File: src/rtl/rtc_pkg.sv
// Shared types and constants for the BCD real-time clock.
// Latency: n/a (package only).
// Backpressure: n/a (package only).
package rtc_pkg;

  // One BCD digit, 0..9 in normal use.
  typedef logic [3:0] bcd_t;

  // Seven-segment patterns in active-high form, bit 6 = a ... bit 0 = g.
  localparam logic [6:0] SEG_0     = 7'b1111110;
  localparam logic [6:0] SEG_1     = 7'b0110000;
  localparam logic [6:0] SEG_2     = 7'b1101101;
  localparam logic [6:0] SEG_3     = 7'b1111001;
  localparam logic [6:0] SEG_4     = 7'b0110011;
  localparam logic [6:0] SEG_5     = 7'b1011011;
  localparam logic [6:0] SEG_6     = 7'b1011111;
  localparam logic [6:0] SEG_7     = 7'b1110000;
  localparam logic [6:0] SEG_8     = 7'b1111111;
  localparam logic [6:0] SEG_9     = 7'b1110011;
  localparam logic [6:0] SEG_BLANK = 7'b0000000;

  // Largest legal two-digit BCD values for hours and for minutes/seconds.
  localparam logic [7:0] BCD_HH_MAX = 8'h23;
  localparam logic [7:0] BCD_MS_MAX = 8'h59;

  // True when both nibbles are decimal digits and the value does not exceed
  // the limit; BCD with valid nibbles orders the same as plain binary.
  function automatic logic bcd_ok(input logic [7:0] value, input logic [7:0] limit);
    return (value[7:4] <= 4'd9) && (value[3:0] <= 4'd9) && (value <= limit);
  endfunction

endpackage

File: src/rtl/bcd_to_seg7.sv
// Converts one BCD digit to a seven-segment pattern with optional blanking.
// Latency: purely combinational, zero cycles.
// Backpressure: none; output always follows the inputs.
module bcd_to_seg7
  import rtc_pkg::*;
#(
  parameter bit ACTIVE_LOW = 1'b0
) (
  input  bcd_t       digit,
  input  logic       blank,
  output logic [6:0] seg
);

  logic [6:0] pattern;

  // Look up the active-high pattern; codes above 9 never occur but show blank.
  always_comb begin
    pattern = SEG_BLANK;
    if (!blank) begin
      case (digit)
        4'd0:    pattern = SEG_0;
        4'd1:    pattern = SEG_1;
        4'd2:    pattern = SEG_2;
        4'd3:    pattern = SEG_3;
        4'd4:    pattern = SEG_4;
        4'd5:    pattern = SEG_5;
        4'd6:    pattern = SEG_6;
        4'd7:    pattern = SEG_7;
        4'd8:    pattern = SEG_8;
        4'd9:    pattern = SEG_9;
        default: pattern = SEG_BLANK;
      endcase
    end
  end

  assign seg = ACTIVE_LOW ? ~pattern : pattern;

endmodule

File: src/rtl/rtc_bcd_alarm.sv
// BCD real-time clock with 1 Hz prescaler, validated time set, 12/24h display and one-shot alarm.
// Latency: segments/pm combinational from time registers; tick_sec/alarm_irq/set_err one cycle after the edge.
// Backpressure: none; set_valid is sampled every edge and the clock free-runs.
module rtc_bcd_alarm
  import rtc_pkg::*;
#(
  parameter int CLK_HZ         = 100_000_000,
  parameter bit SEG_ACTIVE_LOW = 1'b0
) (
  input  logic       clk,
  input  logic       rstn,
  input  logic       set_valid,
  input  logic [7:0] set_hh,
  input  logic [7:0] set_mm,
  input  logic [7:0] set_ss,
  input  logic       mode_12h,
  input  logic       alarm_en,
  input  logic [7:0] alarm_hh,
  input  logic [7:0] alarm_mm,
  output logic [6:0] hrm,
  output logic [6:0] hrl,
  output logic [6:0] min_m,
  output logic [6:0] min_l,
  output logic [6:0] sec_m,
  output logic [6:0] sec_l,
  output logic       pm,
  output logic       tick_sec,
  output logic       alarm_irq,
  output logic       set_err
);

  // A 1 Hz prescaler with CLK_HZ=1 still needs a one-bit register.
  localparam int             PW       = (CLK_HZ > 1) ? $clog2(CLK_HZ) : 1;
  localparam logic [PW-1:0]  PCNT_MAX = PW'(CLK_HZ - 1);

  logic [PW-1:0] pcnt;
  bcd_t hr_t, hr_u, mn_t, mn_u, sc_t, sc_u;
  bcd_t n_hr_t, n_hr_u, n_mn_t, n_mn_u, n_sc_t, n_sc_u;

  logic advance;
  logic set_ok;
  logic alarm_ok;
  logic alarm_hit;

  assign advance  = (pcnt == PCNT_MAX);
  assign set_ok   = bcd_ok(set_hh, BCD_HH_MAX) && bcd_ok(set_mm, BCD_MS_MAX) &&
                    bcd_ok(set_ss, BCD_MS_MAX);
  assign alarm_ok = bcd_ok(alarm_hh, BCD_HH_MAX) && bcd_ok(alarm_mm, BCD_MS_MAX);

  // Time one second ahead of the current registers, with the full carry chain.
  always_comb begin
    logic sc_carry;
    logic mn_carry;
    n_hr_t   = hr_t;
    n_hr_u   = hr_u;
    n_mn_t   = mn_t;
    n_mn_u   = mn_u;
    n_sc_t   = sc_t;
    n_sc_u   = sc_u;
    sc_carry = 1'b0;
    mn_carry = 1'b0;

    if (sc_u != 4'd9) begin
      n_sc_u = sc_u + 4'd1;
    end else begin
      n_sc_u = 4'd0;
      if (sc_t != 4'd5) begin
        n_sc_t = sc_t + 4'd1;
      end else begin
        n_sc_t   = 4'd0;
        sc_carry = 1'b1;
      end
    end

    if (sc_carry) begin
      if (mn_u != 4'd9) begin
        n_mn_u = mn_u + 4'd1;
      end else begin
        n_mn_u = 4'd0;
        if (mn_t != 4'd5) begin
          n_mn_t = mn_t + 4'd1;
        end else begin
          n_mn_t   = 4'd0;
          mn_carry = 1'b1;
        end
      end
    end

    if (mn_carry) begin
      if ({hr_t, hr_u} == BCD_HH_MAX) begin
        n_hr_t = 4'd0;
        n_hr_u = 4'd0;
      end else if (hr_u == 4'd9) begin
        n_hr_t = hr_t + 4'd1;
        n_hr_u = 4'd0;
      end else begin
        n_hr_u = hr_u + 4'd1;
      end
    end
  end

  // The alarm compares against the time the advance is about to load.
  assign alarm_hit = alarm_en && alarm_ok &&
                     ({n_hr_t, n_hr_u} == alarm_hh) &&
                     ({n_mn_t, n_mn_u} == alarm_mm) &&
                     (n_sc_t == 4'd0) && (n_sc_u == 4'd0);

  // Prescaler, time registers and the one-cycle status pulses; a set wins over an advance.
  always_ff @(posedge clk or negedge rstn) begin
    if (!rstn) begin
      pcnt      <= '0;
      hr_t      <= 4'd0;
      hr_u      <= 4'd0;
      mn_t      <= 4'd0;
      mn_u      <= 4'd0;
      sc_t      <= 4'd0;
      sc_u      <= 4'd0;
      tick_sec  <= 1'b0;
      alarm_irq <= 1'b0;
      set_err   <= 1'b0;
    end else begin
      tick_sec  <= 1'b0;
      alarm_irq <= 1'b0;
      set_err   <= 1'b0;
      if (set_valid) begin
        if (set_ok) begin
          pcnt <= '0;
          hr_t <= set_hh[7:4];
          hr_u <= set_hh[3:0];
          mn_t <= set_mm[7:4];
          mn_u <= set_mm[3:0];
          sc_t <= set_ss[7:4];
          sc_u <= set_ss[3:0];
        end else begin
          // A rejected command freezes both the time and the prescaler.
          set_err <= 1'b1;
        end
      end else if (advance) begin
        pcnt      <= '0;
        hr_t      <= n_hr_t;
        hr_u      <= n_hr_u;
        mn_t      <= n_mn_t;
        mn_u      <= n_mn_u;
        sc_t      <= n_sc_t;
        sc_u      <= n_sc_u;
        tick_sec  <= 1'b1;
        alarm_irq <= alarm_hit;
      end else begin
        pcnt <= pcnt + PW'(1);
      end
    end
  end

  bcd_t disp_hr_t;
  bcd_t disp_hr_u;
  logic blank_hr_t;

  // Map the 24h hour to the displayed hour and pm flag; blank a leading zero in 12h mode.
  always_comb begin
    logic [7:0] hour;
    hour       = {hr_t, hr_u};
    disp_hr_t  = hr_t;
    disp_hr_u  = hr_u;
    pm         = 1'b0;
    blank_hr_t = 1'b0;
    if (mode_12h) begin
      if (hour == 8'h00) begin
        disp_hr_t = 4'd1;
        disp_hr_u = 4'd2;
      end else if (hour >= 8'h13) begin
        if (hour <= 8'h19) begin
          disp_hr_t = 4'd0;
          disp_hr_u = hr_u - 4'd2;
        end else if (hour <= 8'h21) begin
          disp_hr_t = 4'd0;
          disp_hr_u = hr_u + 4'd8;
        end else begin
          disp_hr_t = 4'd1;
          disp_hr_u = hr_u - 4'd2;
        end
      end
      pm         = (hour >= 8'h12);
      blank_hr_t = (disp_hr_t == 4'd0);
    end
  end

  bcd_to_seg7 #(.ACTIVE_LOW(SEG_ACTIVE_LOW)) u_seg_hrm (
    .digit(disp_hr_t), .blank(blank_hr_t), .seg(hrm)
  );
  bcd_to_seg7 #(.ACTIVE_LOW(SEG_ACTIVE_LOW)) u_seg_hrl (
    .digit(disp_hr_u), .blank(1'b0), .seg(hrl)
  );
  bcd_to_seg7 #(.ACTIVE_LOW(SEG_ACTIVE_LOW)) u_seg_min_m (
    .digit(mn_t), .blank(1'b0), .seg(min_m)
  );
  bcd_to_seg7 #(.ACTIVE_LOW(SEG_ACTIVE_LOW)) u_seg_min_l (
    .digit(mn_u), .blank(1'b0), .seg(min_l)
  );
  bcd_to_seg7 #(.ACTIVE_LOW(SEG_ACTIVE_LOW)) u_seg_sec_m (
    .digit(sc_t), .blank(1'b0), .seg(sec_m)
  );
  bcd_to_seg7 #(.ACTIVE_LOW(SEG_ACTIVE_LOW)) u_seg_sec_l (
    .digit(sc_u), .blank(1'b0), .seg(sec_l)
  );

endmodule
File: config.mk
export PLATFORM = sky130hd
export DESIGN_NAME = rtc_bcd_alarm
export DESIGN_NICKNAME = d
export VERILOG_FILES = /design/src/rtl/rtc_pkg.sv /design/src/rtl/bcd_to_seg7.sv /design/src/rtl/rtc_bcd_alarm.sv
export SDC_FILE = /design/constraint.sdc
export NUM_CORES = 1
export LEC_CHECK = 0
export CAP_MARGIN = 20
export CORE_MARGIN = 2
export CORE_UTILIZATION = 56
export CTS_CLUSTER_DIAMETER = 100
export DETAILED_ROUTE_END_ITERATION = 12
export GPL_TIMING_DRIVEN = 0
export PLACE_DENSITY = 0.94
export SLEW_MARGIN = 0
export SYNTH_ARGS = -nofsm -noshare
export SYNTH_HDL_FRONTEND = slang
export SYNTH_SLANG_ARGS = --single-unit
File: constraint.sdc
create_clock -name clk -period 7.5 [get_ports clk]
set_input_delay 1.5 -clock clk [delete_from_list [all_inputs] [get_ports clk]]
set_output_delay 1.5 -clock clk [all_outputs]
set_load 0.03 [all_outputs]
# Yosys cells after proc, flatten, opt, wreduce, memory -nomap -nowiden

Memory sizes are Yosys's and may differ from the RTL's.
Index checks and enable logic that the tools add are counted.

Output and inout port bits: 46
Register bits after elaboration: 54
Memories: 6
Bits in read-only memories: 672
Input bits: 45
Logic and storage cells: 138

Memories:

| name            | depth | bits a word | rd ports | clocked after Yosys merged registers in | write ports | RTL line          | RTL |
|---|---|---|---|---|---|---|---|
| (no name shown) | 16    | 7           | 1        | 0                                       | 0           | bcd_to_seg7.sv:20 | `case (digit)` |
| (no name shown) | 16    | 7           | 1        | 0                                       | 0           | bcd_to_seg7.sv:20 |  |
| (no name shown) | 16    | 7           | 1        | 0                                       | 0           | bcd_to_seg7.sv:20 |  |
| (no name shown) | 16    | 7           | 1        | 0                                       | 0           | bcd_to_seg7.sv:20 |  |
| (no name shown) | 16    | 7           | 1        | 0                                       | 0           | bcd_to_seg7.sv:20 |  |
| (no name shown) | 16    | 7           | 1        | 0                                       | 0           | bcd_to_seg7.sv:20 |  |

$add $sub $neg: 9
Reduce and logical (&&, ||, !) cells: 24
Mux-type cells: 60
Equal/unequal tests: 10
$lt $le $gt $ge: 19

Operators with widths:

| kind                                                                             | count |
|---|---|
| 4-bit two-way mux                                                                | 41 |
| 27-bit two-way mux                                                               | 3 |
| 4-bit less-or-equal comparator, second input constant                            | 10 |
| 27-bit by 1-bit adder with 27-bit output, second input constant                  | 1 |
| 27-bit equality test, second input constant                                      | 1 |
| 4-bit by 1-bit adder with 4-bit output, second input constant                    | 6 |
| 8-bit by 6-bit less-or-equal comparator with 1-bit output, second input constant | 3 |
| 8-bit by 7-bit less-or-equal comparator with 1-bit output, second input constant | 3 |
| 1-bit logical AND                                                                | 18 |
| 8-bit equality test                                                              | 2 |
| 8-bit by 5-bit >= comparator with 1-bit output, second input constant            | 2 |
| 1-bit two-way mux                                                                | 15 |
| 4-bit logical NOT                                                                | 3 |
| 8-bit by 6-bit equality test with 1-bit output, second input constant            | 1 |
| 8-bit by 5-bit less-or-equal comparator with 1-bit output, second input constant | 1 |
| 8-bit logical NOT                                                                | 1 |
| 4-bit by 3-bit inequality test with 1-bit output, second input constant          | 2 |
| 4-bit inequality test, second input constant                                     | 2 |
| 7-bit two-way mux                                                                | 1 |
| 4-bit adder, second input constant                                               | 1 |
| 4-bit equality test, second input constant                                       | 1 |
| 4-bit by 2-bit subtractor with 4-bit output, second input constant               | 1 |
| 2-bit by 1-bit inequality test with 1-bit output, second input constant          | 1 |
| 2-bit AND reduction                                                              | 1 |
| 2-bit nonzero test                                                               | 1 |

# Logic depth before layout (Yosys ltp)

Word-level depth: 12
Gate-level depth with buffers: 15
Gate-level depth less buffers: 14

# Modules after synthesis

From an unflattened synthesis, not the netlist that was laid out.

Cells, all modules: 744
Area total of the unflattened synthesis: 5522.8 um^2

By module, submodules not included:

| module                         | seq. area each (um^2) | cells an instance | times used | area each (um^2) |
|---|---|---|---|---|
| rtc_bcd_alarm                  | 1351.3                | 540               | 1          | 4149.0 |
| bcd_to_seg7 at u_seg_hrl ...   | 0.0                   | 34                | 4          | 227.7 |
| bcd_to_seg7 at u_seg_sec_l ... | 0.0                   | 34                | 2          | 231.5 |

# Worst setup path after synthesis

OpenSTA, ideal clock, no wires.

Path type: input to output
From: input port mode_12h
To: output port hrm[6]
Data required time: 6.000 ns
Stages on the path: 10
Path buffers: 1
Path slack: 2.427 ns
Data arrival time: 3.573 ns
Cells stage by stage: buf_1 -> nand2_1 -> nor3_1 -> o21ai_0 -> o21ai_0 -> inv_1 -> ha_1 -> inv_1 -> o21ai_0 -> a221oi_1

Word-level cells in the longest chain between the ends: 3
Elaborated cells between the ends (all ways): 4
Classes of those cells: 3 x mux; 1 x memory

RTL lines:

| what                  | RTL line             | RTL |
|---|---|---|
| start: declaration    | rtc_bcd_alarm.sv:16  | `input logic mode_12h,` |
| 4-bit two-way mux     | rtc_bcd_alarm.sv:166 | `if (mode_12h) begin` |
| memory 16 x 7 bit     | n/a                  |  |
| 7-bit two-way mux (*) | bcd_to_seg7.sv:19    | `if (!blank) begin` |
| end: declaration      | rtc_bcd_alarm.sv:20  | `output logic [6:0] hrm,` |

Mark *: on every way between the ends. The rest lies on a longest branch, timed or not.

# Final worst setup path

Ends and elaborated chain as after synthesis.

==> flow_metrics.env <==
export IMPL_fmax_ghz=0.163
export IMPL_async_reset_ff_share_pct=100
export IMPL_worst_pin_slew_ns=0.751
export IMPL_drive_above_1_share_pct=6.71
export IMPL_vias_per_cell=6.29
export IMPL_worstPathRequired_ns=6.00
export IMPL_synth_edf_count=0
export IMPL_crit_path_end_kind="output pin"
export IMPL_grt_first_pass_wirelength_microns=27000
export IMPL_min_period_over_period_pct=81.7
export IMPL_synth_top_cell_by_area="dfrtp_1"
export IMPL_ys_types=87
export IMPL_yosysWarnings=0
export IMPL_cpMostUsedCell="o21ai_0"
export IMPL_cp_arrival_ns=4.63
export IMPL_area_growth_pct=21.3
export IMPL_worstSetupStartpointType="input port"
export IMPL_worstSetupPathType="input port to output pin"
export IMPL_synthTopCellsByArea="dfrtp_1, ha_1, o21ai_0"
export IMPL_setup_violations=0
export IMPL_crit_path_end="hrm[6]"
export IMPL_clock_tree_root_cell="clkbuf_8"
export IMPL_p_per_area_nw_per_um2=199
export IMPL_reg2reg_from="sc_t[1]"
export IMPL_rows=36
export IMPL_gp_congestion=0.979
export IMPL_cts_hold_fix_buffers=0
export IMPL_post_cts_buffers=0
export IMPL_ys_seq_area_share_pct=24.4
export IMPL_tns_ns=0
export IMPL_overflow=0
export IMPL_numCtsBuffers=5
export IMPL_reg2reg_slack_ns=4.40
export IMPL_hold_path_class="flop to flop"
export IMPL_slew_headroom_pct=49.9
export IMPL_antennaDiodeCount=0
export IMPL_grt_max_degree=40
export IMPL_post_cts_resize_count=0
export IMPL_clk_latency_ns=0.32
export IMPL_routed_wl_microns=16600
export IMPL_period_needed_ns=6.13
export IMPL_ff2ff_path_depth=10
export IMPL_design_area_sq_um=6730
export IMPL_die_h_microns=104
export IMPL_cellLeakagePower_nw=2.79
export IMPL_synth_area_sq_um=5550
export IMPL_first_global_vias=5661
export IMPL_wl_per_cell_microns=17.5
export IMPL_die_area_sq_um=10700
export IMPL_synth_ff_type="dfrtp_1"
export IMPL_htreeDepth=2
export IMPL_maxCapViolations=0
export IMPL_cts_tree="done"
export IMPL_grt_usage_pct=30.0
export IMPL_dr_total_vias=5998
export IMPL_initial_utilization_pct=57.3
export IMPL_crit_path_top_delay_cell="clkdlybuf4s50_1"
export IMPL_clkTransAtPathRegs_ns=0.10
export IMPL_clock_sinks=54
export IMPL_placed_cells=945
export IMPL_syn_nets=817
export IMPL_drc=0
export IMPL_fin_skew_ns=0.00803
export IMPL_fp_dieW_microns=104
export IMPL_hpwl_microns=12400
export IMPL_cp_cell_sequence="clkdlybuf4s50_1, buf_1, nand2_1, nor3_1, o21ai_0, o21ai_0, inv_1, ha_1, inv_1, o21ai_0, a221oi_1, clkdlybuf4s50_1"
export IMPL_ir_drop_uv=102
export IMPL_finalNonFillerCells=953
export IMPL_ys_ff_latch=54
export IMPL_design_core_area_sq_um=9680
export IMPL_worst_path_max_fanout=10
export IMPL_clock_path_buffers=2
export IMPL_synth_avg_cell_area_sq_um=7.67
export IMPL_drtIter0Drc=562
export IMPL_final_max_slew_viol_count=0
export IMPL_status="complete, no violations"
export IMPL_timing_final_hold_violations=0
export IMPL_dpl_instance_area_sq_um=6610
export IMPL_ant_nets=0
export IMPL_yosysTopAreaCellShare_pct=24.4
export IMPL_nets=913
export IMPL_ios=91
export IMPL_grt_antenna_before_repair=0
export IMPL_rsz0062_at_grt="false"
export IMPL_crit_start="mode_12h"
export IMPL_r2r_end="alarm_irq"
export IMPL_io_buffer_count=88
export IMPL_drt_first_pass_iters=6
export IMPL_syn_instance_count=723
export IMPL_critPathMaxStageDelay_ns=0.72
-- cell usage in the layout, fill, tap and decap left out, types with 8 or more instances in the layout --
master           synthesis  final
nand2_1                 75     75
a21oi_1                 51     51
nand3_1                 28     28
ha_1                    49     49
nor2_1                  49     49
nand4_1                 11     11
buf_2                   12     13
dfrtp_1                 54     54
nor3_1                  24     24
o21ai_1                 17     17
a22oi_1                  8      8
clkbuf_8                 2      8
o21ai_0                 74     74
xnor2_1                 16     16
a31oi_1                 14     14
inv_1                   43     43
clkdlybuf4s50_1          0     87
o22ai_1                 10     10
clkbuf_1                25     25
nor4_1                  10     10
-- registers in the layout, summed over array words and instances, names as in the netlist --
register and count:
hr_t 4, pcnt 27, alarm_irq 1, sc_u 4, mn_u 4, hr_u 4
set_err 1, tick_sec 1, sc_t 4, mn_t 4
-- worst min path at each step --
stage	depth (start not counted)	to	start	slack (ns)
final	1	pcnt[26]	pcnt[26]	0.48
after global routing	1	pcnt[26]	pcnt[26]	0.50
after CTS	1	pcnt[26]	pcnt[26]	0.49
after detailed placement	1	pcnt[26]	pcnt[26]	0.47
after global placement	1	pcnt[26]	pcnt[26]	0.45
after floorplan	1	pcnt[26]	pcnt[26]	0.44
-- per-layer routing --
metal  part of all wire (%)  global-route usage, %
met5                      0                      0
met4                    4.1                   12.2
met1                     40                   37.6
met3                    7.5                   3.90
met2                     48                   52.3
-- report_power, final --
group	total (W)	internal, W	switching (W)
registers	0.000364	0.000321	0.0000433
logic	0.000755	0.000301	0.000454
clock network	0.000218	0.000110	0.000108
total	0.00134	0.000732	0.000605
-- final cells by class --
class                   count  area, sq um
clock inverters             2         38.8
well taps                 133          166
clock buffers               6         82.6
flip-flops and latches     54         1350
fillers                   781         2950
plain buffers              45          233
inverters                  43          161
repair buffers             89          896
multi-input cells         581         3800
-- metrics by stage --
step	hold slack [ns]	utilization [%]	total power (W)	worst slack, ns
6_report	0.481	69.5	0.00134	1.37
5_1_grt	0.501	69.5	0.00141	1.08
4_1_cts	0.486	69.5	0.00133	1.41
3_5_place_dp	0.470	68.2	0.00111	1.40
3_3_place_gp	0.455	68.1	0.00109	1.48
2_1_floorplan	0.436	-	0.000851	2.43
-- critical path: cells and delay by family --
kind,cells,cell delay [ns]
AO/OA/AOI/OAI,4,0.76
adder cells (fa/ha/maj),1,0.26
buffers and inverters,5,1.78
AND/OR/NAND/NOR,2,0.31
-- cells by family (layout without fill, tap and decap cells) --
logic type | count (synthesis) | in the layout | share of synthesized area (%)
AO/OA/AOI/OAI | 242 | 242 | 27.3
XOR/XNOR | 23 | 23 | 3.63
adder cells (fa/ha/maj) | 49 | 49 | 11.1
buffers and inverters | 88 | 185 | 7.11
flip-flops | 54 | 54 | 24.4
multiplexers | 9 | 9 | 1.76
AND/OR/NAND/NOR | 258 | 258 | 24.8
-- cells in the mapped netlist, types with 3 or more instances --
cell / count
o21ai_0: 74
a22o_1: 7
and4_1: 7
dfrtp_1: 54
o21a_1: 4
a21oi_1: 51
a211oi_1: 6
nor3_1: 24
xnor2_1: 16
a221oi_1: 3
inv_1: 43
nor2b_1: 3
a21o_1: 6
nand4_1: 11
and4b_1: 3
clkbuf_1: 25
mux2i_1: 5
buf_2: 12
nand2_1: 75
nor2_1: 49
a22oi_1: 8
o21ai_1: 17
and3_1: 6
and2_1: 6
xor2_1: 7
and3b_1: 4
nor4_1: 10
o22ai_1: 10
a31oi_1: 14
o211ai_1: 4
nand2b_1: 3
ha_1: 49
or3_1: 3
o31ai_1: 7
nand3_1: 28
Power figures use the tool's default switching activity.
